**config.mk**
```make
export PLATFORM = sky130hd
export DESIGN_NAME = fifo_uart_tx
export DESIGN_NICKNAME = d
export VERILOG_FILES = /design/src/rtl/fifo_uart_tx_pkg.sv /design/src/rtl/fifo_uart_tx_baud_div.sv /design/src/rtl/fifo_uart_tx.sv
export SDC_FILE = /design/constraint.sdc
export NUM_CORES = 1
export LEC_CHECK = 0
export CAP_MARGIN = 20
export CORE_ASPECT_RATIO = 0.6
export CORE_MARGIN = 8
export CORE_UTILIZATION = 50
export DETAILED_ROUTE_END_ITERATION = 6
export PLACE_DENSITY = 0.8
export SLEW_MARGIN = 0
export SYNTH_ARGS = -nofsm -noshare
export SYNTH_HDL_FRONTEND = slang
export SYNTH_SLANG_ARGS = --single-unit
```
**constraint.sdc**
```tcl
create_clock -name clk -period 1.9 [get_ports clk]
set_input_delay 0.19 -clock clk [delete_from_list [all_inputs] [get_ports clk]]
set_output_delay 0.19 -clock clk [all_outputs]
set_load 0.01 [all_outputs]
```
**src/rtl/fifo_uart_tx_pkg.sv**
```systemverilog
// Shared definitions for the FIFO-fed 8N1 UART transmitter.
package fifo_uart_tx_pkg;

  typedef enum logic [1:0] {
    IDLE  = 2'd0,
    START = 2'd1,
    DATA  = 2'd2,
    STOP  = 2'd3
  } state_t;

  localparam int unsigned BAUD_W = 16;

endpackage

```
**src/rtl/fifo_uart_tx_baud_div.sv**
```systemverilog
// Bit-period divider: tick marks the last clock of each DIV-clock bit period.
module baud_div
  import fifo_uart_tx_pkg::*;
#(
  parameter int unsigned DIV = 434
) (
  input  logic clk,
  input  logic rst,
  input  logic restart,
  output logic tick
);

  localparam logic [BAUD_W-1:0] RELOAD = BAUD_W'(DIV - 1);

  logic [BAUD_W-1:0] cnt;

  assign tick = (cnt == '0);

  always_ff @(posedge clk) begin
    if (rst) begin
      cnt <= '0;
    end else if (restart || tick) begin
      cnt <= RELOAD;
    end else begin
      cnt <= cnt - 1'b1;
    end
  end

endmodule

```
**src/rtl/fifo_uart_tx.sv**
```systemverilog
// Serialises bytes from the FIFO read port as 8N1 frames; back-to-back when data is queued.
module fifo_uart_tx
  import fifo_uart_tx_pkg::*;
#(
  parameter int unsigned DIV = 434
) (
  input  logic       clk,
  input  logic       rst,
  input  logic       empty,
  input  logic [7:0] din,
  input  logic       cts,
  output logic       rd,
  output logic       txd,
  output logic       busy
);

  state_t     state;
  logic [7:0] shift;
  logic [2:0] bitcnt;
  logic       tick;
  logic       ld;

  // A new frame may start from idle or on the last clock of a stop bit.
  assign ld = ((state == IDLE) || ((state == STOP) && tick)) && !empty && cts && !rst;
  assign rd = ld;

  baud_div #(.DIV(DIV)) u_baud (
    .clk     (clk),
    .rst     (rst),
    .restart (ld),
    .tick    (tick)
  );

  always_ff @(posedge clk) begin
    if (rst) begin
      state  <= IDLE;
      shift  <= '0;
      bitcnt <= '0;
      txd    <= 1'b1;
      busy   <= 1'b0;
    end else if (ld) begin
      shift <= din;
      state <= START;
      txd   <= 1'b0;
      busy  <= 1'b1;
    end else if (tick) begin
      case (state)
        START: begin
          txd    <= shift[0];
          shift  <= {1'b0, shift[7:1]};
          bitcnt <= 3'd7;
          state  <= DATA;
        end
        DATA: begin
          if (bitcnt != 3'd0) begin
            txd    <= shift[0];
            shift  <= {1'b0, shift[7:1]};
            bitcnt <= bitcnt - 3'd1;
          end else begin
            txd   <= 1'b1;
            state <= STOP;
          end
        end
        STOP: begin
          txd   <= 1'b1;
          busy  <= 1'b0;
          state <= IDLE;
        end
        default: begin
          txd <= 1'b1;
        end
      endcase
    end
  end

endmodule

```
* Word-level counts from Yosys, hierarchy flattened
Index checks and enable logic that the tools add are counted.
** Cells by class
- Add/subtract/negate cells :: 2
- Equality and inequality tests :: 7
- Mux-type cells :: 18
- Bitwise operators :: 1
- Reductions and logical operators :: 24
** Operator list (number)
- $mux W8 :: 3
- $logic_not A16 Y1 :: 1
- $pmux W8 S2 :: 1
- $sub A16 B1 Y16 const B :: 1
- $mux W9 :: 1
- $reduce_and A3 Y1 :: 3
- $reduce_bool A3 Y1 :: 3
- $mux W1 :: 8
- $ne A3 B2 Y1 const B :: 2
- $pmux W2 S3 :: 1
- $pmux W3 S2 :: 1
- $reduce_bool A2 Y1 :: 3
- $eq A2 B2 Y1 const B :: 2
- $logic_and A1 B1 Y1 :: 4
- $ne A2 B2 Y1 const B :: 2
- $reduce_and A4 Y1 :: 1
- $reduce_bool A4 Y1 :: 1
- $reduce_or A2 Y1 :: 2
- $mux W3 :: 1
- $sub A3 B1 Y3 const B :: 1
- $eq A2 B1 Y1 const B :: 1
- $logic_not A1 Y1 :: 2
- $logic_not A2 Y1 :: 1
- $logic_or A1 B1 Y1 :: 2
- 4 further kinds :: 4
** Word-level totals
- Register bits :: 31
- Input bits :: 12
- Output and inout bits :: 3
- Word-level logic and storage cells :: 60

* Longest topological paths before layout
- Word-level depth :: 8
- Gate-level depth with buffers :: 9
- Mapped depth without buffers :: 7

* Modules after synthesis
From an unflattened synthesis, not the netlist that was laid out.
** Unflattened totals
- Cells, all modules :: 176
- Area, all modules :: 1625.3 um2
** Modules (own cells, without submodules)
- fifo_uart_tx :: instances 1, cells each 97, area an instance 859.6 um2, seq. area each 300.3 um2
- baud_div :: instances 1, cells each 79, area an instance 765.7 um2, seq. area each 320.3 um2

* Least setup slack after synthesis
No wires, ideal clock.
- Kind :: register to register
- Start :: register u_baud.cnt[0]
- End :: register shift[3]
- Setup time :: 70 ps
- Data arrival time :: 1831 ps
- Data required time :: 1830 ps
- Path slack :: -1 ps
- Cell stages (with the launch flop) :: 10
- Path buffers :: 2
- Clock period less this slack :: 1901 ps
- Cell sequence :: dfxtp_1 -> inv_1 -> ha_1 -> nor4b_1 -> and4_1 -> buf_4 -> a31oi_1 -> buf_2 -> o21ai_0 -> a21oi_1
** Between the ends
- Longest elaborated chain between the ends :: 8
- Elaborated cells on any way between the ends :: 11
- Classes of those cells :: eq/ne (1); mux (1); reduce/logical (9)
** Ends and longest elaborated chain
- start: declaration :: line fifo_uart_tx_baud_div.sv:15 : logic [BAUD_W-1:0] cnt;
- start signal: assignment :: line fifo_uart_tx_baud_div.sv:25 : cnt <= cnt - 1'b1;
- $logic_not A16 Y1 * :: line fifo_uart_tx_baud_div.sv:17 : assign tick = (cnt == '0);
- $logic_and A1 B1 Y1 :: line fifo_uart_tx.sv:24 : assign ld = ((state == IDLE) || ((state == STOP) && tick)) && !empty && cts && !rst;
- $logic_or A1 B1 Y1 :: line fifo_uart_tx.sv:24
- $logic_and A1 B1 Y1 (3 in a row) :: line fifo_uart_tx.sv:24
- $ne A3 B2 Y1 (no source line), or another cell as far along
- $reduce_and A3 Y1 (no source line)
- end signal: assignment :: line fifo_uart_tx.sv:42 : shift <= din;
- end signal: assignment :: line fifo_uart_tx.sv:50 : shift <= {1'b0, shift[7:1]};
- end signal: assignment :: line fifo_uart_tx.sv:57 : shift <= {1'b0, shift[7:1]};
- end: declaration :: line fifo_uart_tx.sv:18 : logic [7:0] shift;
Every way passes the cells marked *; elsewhere a longest branch is shown, timed or not.
A chain may end at the register's enable or synchronous reset.

* Final worst setup path
- Start :: register u_baud.cnt[14]
- End :: output port rd
** Between the ends
- Longest elaborated chain between the ends :: 6
** Ends and longest elaborated chain
- $logic_not A16 Y1 :: line fifo_uart_tx_baud_div.sv:17
- $logic_and A1 B1 Y1 :: line fifo_uart_tx.sv:24
- $logic_or A1 B1 Y1 :: line fifo_uart_tx.sv:24
- $logic_and A1 B1 Y1 (3 in a row) :: line fifo_uart_tx.sv:24
- end: declaration :: line fifo_uart_tx.sv:12 : output logic rd,
Every way passes these cells.

==> qor.txt <==
Worst rel slew slack: 71.0%
Core Rows: 15
WL/cell: 16.4 um
Max-slew violation count: 0
Asr flop ratio synth: 0%
# setup viols final: 0
P&R area growth vs syn: 36.7%
Initial detailed-routing violation count: 87
Hold Crit Depth: 2
Ratio of cells with drive above 1 in the final layout: 26.0%
Initial core utilization: 53.5%
FF/Latch Area: 624 sq um
Sequential share of the synthesized area: 39.3%
First-pass GRT wire length: 6.54 mm
Initial antenna violation count: 0
GP Congestion: 0.842
CP Capture Type: primary output
CTS Buf Count: 5
WP data required: 1710 ps
Die Wd: 88.5 um
Fill cells: 214
Worst EP arrival: 1680 ps
Chip height: 59.5 um
Longest Clk Path Bufs: 2
Routed wire length: 4.29 mm
PnR worst setup slack: 28.8 ps
Reg2reg path depth: 8
Peak supply drop: 0.000985 V
I/O pin cnt: 15
Setup_tns: 0 ps
Multi-input gate area: 973 sq um
Vias per inst: 5.67
H-tree levels: 2
CTS tree: yes
Full die area: 5270 sq um
Root buffer cell: clkbuf_8
Mapped Cells: 177
HP Class: reg -> reg
Worst slack, placed: -139 ps
P per Cell Area: 1450 nW/um^2
Crit share post-route: 98.5%
Core area: 2950 sq um
Post-DP HPWL: 3.01 mm
Port buffer count: 14
GRT Overall Usage: 16.3%
Drt drc: 0
Met3 WL post-DR: 199 um
Final hold violation count: 0
Ant diodes: 0
Clock Sink Count: 31
Syn Nets: 199
Post-DP Area: 1950 sq um
Vias post-DR: 1479
Largest net degree at the start of global routing: 17
Detailed-routed wire length on met2: 2.11 mm
Max_cap viols: 0
Top Layer Used: met4
Outcome: completed
Vias in the first global route: 1403
Worst Skew: 4.36 ps
# nets final: 241
Congestion Overflow GR: 0
Synth unique cells: 44
Leading register cell type out of synthesis: dfxtp_1
Number of synthesized flops with an enable pin: 0
Measured slew at the worst slew-check pin: 433 ps
Critical path class: reg -> out
ANT nets after route: 0
Clock slew at reported path FFs: 70 ps
Design area: 2160 sq um
Startpoint types: flop
Synthesized flop and latch total: 31
Netlist Area Pre-Place: 1580 sq um
Min Tclk post-route: 1870 ps
Pwr Total: 0.00313 W
Metal-1 WL: 1.91 mm
Syn. warnings: 0
DRT Pass-1 Iters: 4
Leak: 0.822 nW
Maximum clock frequency: 534 MHz
Clock latency on the worst-skew pair: 280 ps
Synth Area per Inst: 8.91 sq um
Highest fanout seen on the critical path: 4
WHS: 471 ps
## cells in the final DEF (no fill, tap or decap), types with 4 or more instances in the layout
cell type	n
o21ai_0	12
a21oi_1	15
mux2i_1	7
dfxtp_1	28
nor4_4	4
buf_4	22
nand2_1	6
ha_1	9
xnor2_1	5
xor2_1	4
inv_1	10
clkbuf_8	6
nor2_1	20
clkdlybuf4s50_1	13
## sequential cells by signal, indices dropped and copies added (netlist names)
signal      flops
bitcnt          3
busy            1
shift           8
state           2
txd             1
u_baud.cnt     16
## path summary, 6_finish.rpt
| check | start | end | slack [ps] |
|---|---|---|---|
| setup / recovery | u_baud.cnt[14] | rd | 30 |
| hold / removal | shift[1] | shift[0] | 470 |
| setup reg to reg | u_baud.cnt[2] | shift[3] | 30 |
| hold reg to reg | shift[1] | shift[0] | 470 |
## timing repair
action | 4_1_cts | 5_1_grt
pin swaps | 1 | 8
endpoints found under the setup margin | 2 | 13
gates resized for setup | 5 | 25
cloned | 0 | 0
setup buffers | 1 | 3
hold buffers | 0 | 0
## routing by layer
layer	GRT usage, %	vias to the layer above
li1	-	718
met1	20.0	702
met2	26.1	48
met3	4.29	11
met4	6.92	0
met5	0	-
## layout make-up
cell class / instances / share of cell area (%)
multi-input combinational: 128 / 45.1
sequential: 31 / 28.9
timing repair buffer: 41 / 17.3
clock buffer: 6 / 3.83
tap: 42 / 2.44
inverter: 12 / 2.09
clock inverter: 1 / 0.232
## critical path: stages (launching register included)
cell and delay [ps]:
dfxtp_1 380, nor4_1 390, and4_4 290, a31oi_2 90, inv_1 100, buf_2 140
## through the flow
stage / util, % / cells
after global placement: 66.1 / 250
after CTS: 69.3 / 258
after detailed placement: 66.1 / 250
final: 73.2 / 261
after floorplan: - / 177
after global routing: 73.2 / 261
## power breakdown
group	total [W]	internal, W	switching (W)
Combinational	0.00160	0.000778	0.000823
Sequential	0.00100	0.000814	0.000187
Clock	0.000528	0.000284	0.000244
Total	0.00313	0.00188	0.00125
## synthesized netlist by cell type (2+ instances only)
cell / count / area share (%)
o21ai_0: 14 / 4.4
or3_1: 2 / 0.79
inv_1: 12 / 2.9
nand2_1: 6 / 1.4
nor3_1: 4 / 1.3
clkbuf_1: 4 / 0.95
dfxtp_1: 31 / 39
nand3_1: 3 / 0.95
nand3b_1: 2 / 0.95
nor2_1: 20 / 4.8
xor2_1: 4 / 2.2
ha_1: 10 / 7.9
mux2i_1: 7 / 4.4
xnor2_1: 5 / 2.8
a31oi_1: 4 / 1.6
a21oi_1: 16 / 5.1
nor4_1: 5 / 2.0
nor3b_1: 2 / 0.95
## kinds of logic after synthesis
| family | after synthesis | share of synthesized area (%) |
|---|---|---|
| AOI/OAI and AO/OA | 46 | 17.5 |
| DFF | 31 | 39.3 |
| buffers and inverters | 18 | 4.60 |
| muxes | 7 | 4.44 |
| and+or+nand+nor | 56 | 21.2 |
| xor gates and xnor gates | 9 | 5.00 |
| adders and majority gates | 10 | 7.93 |
(Power assumes the default switching activity.)
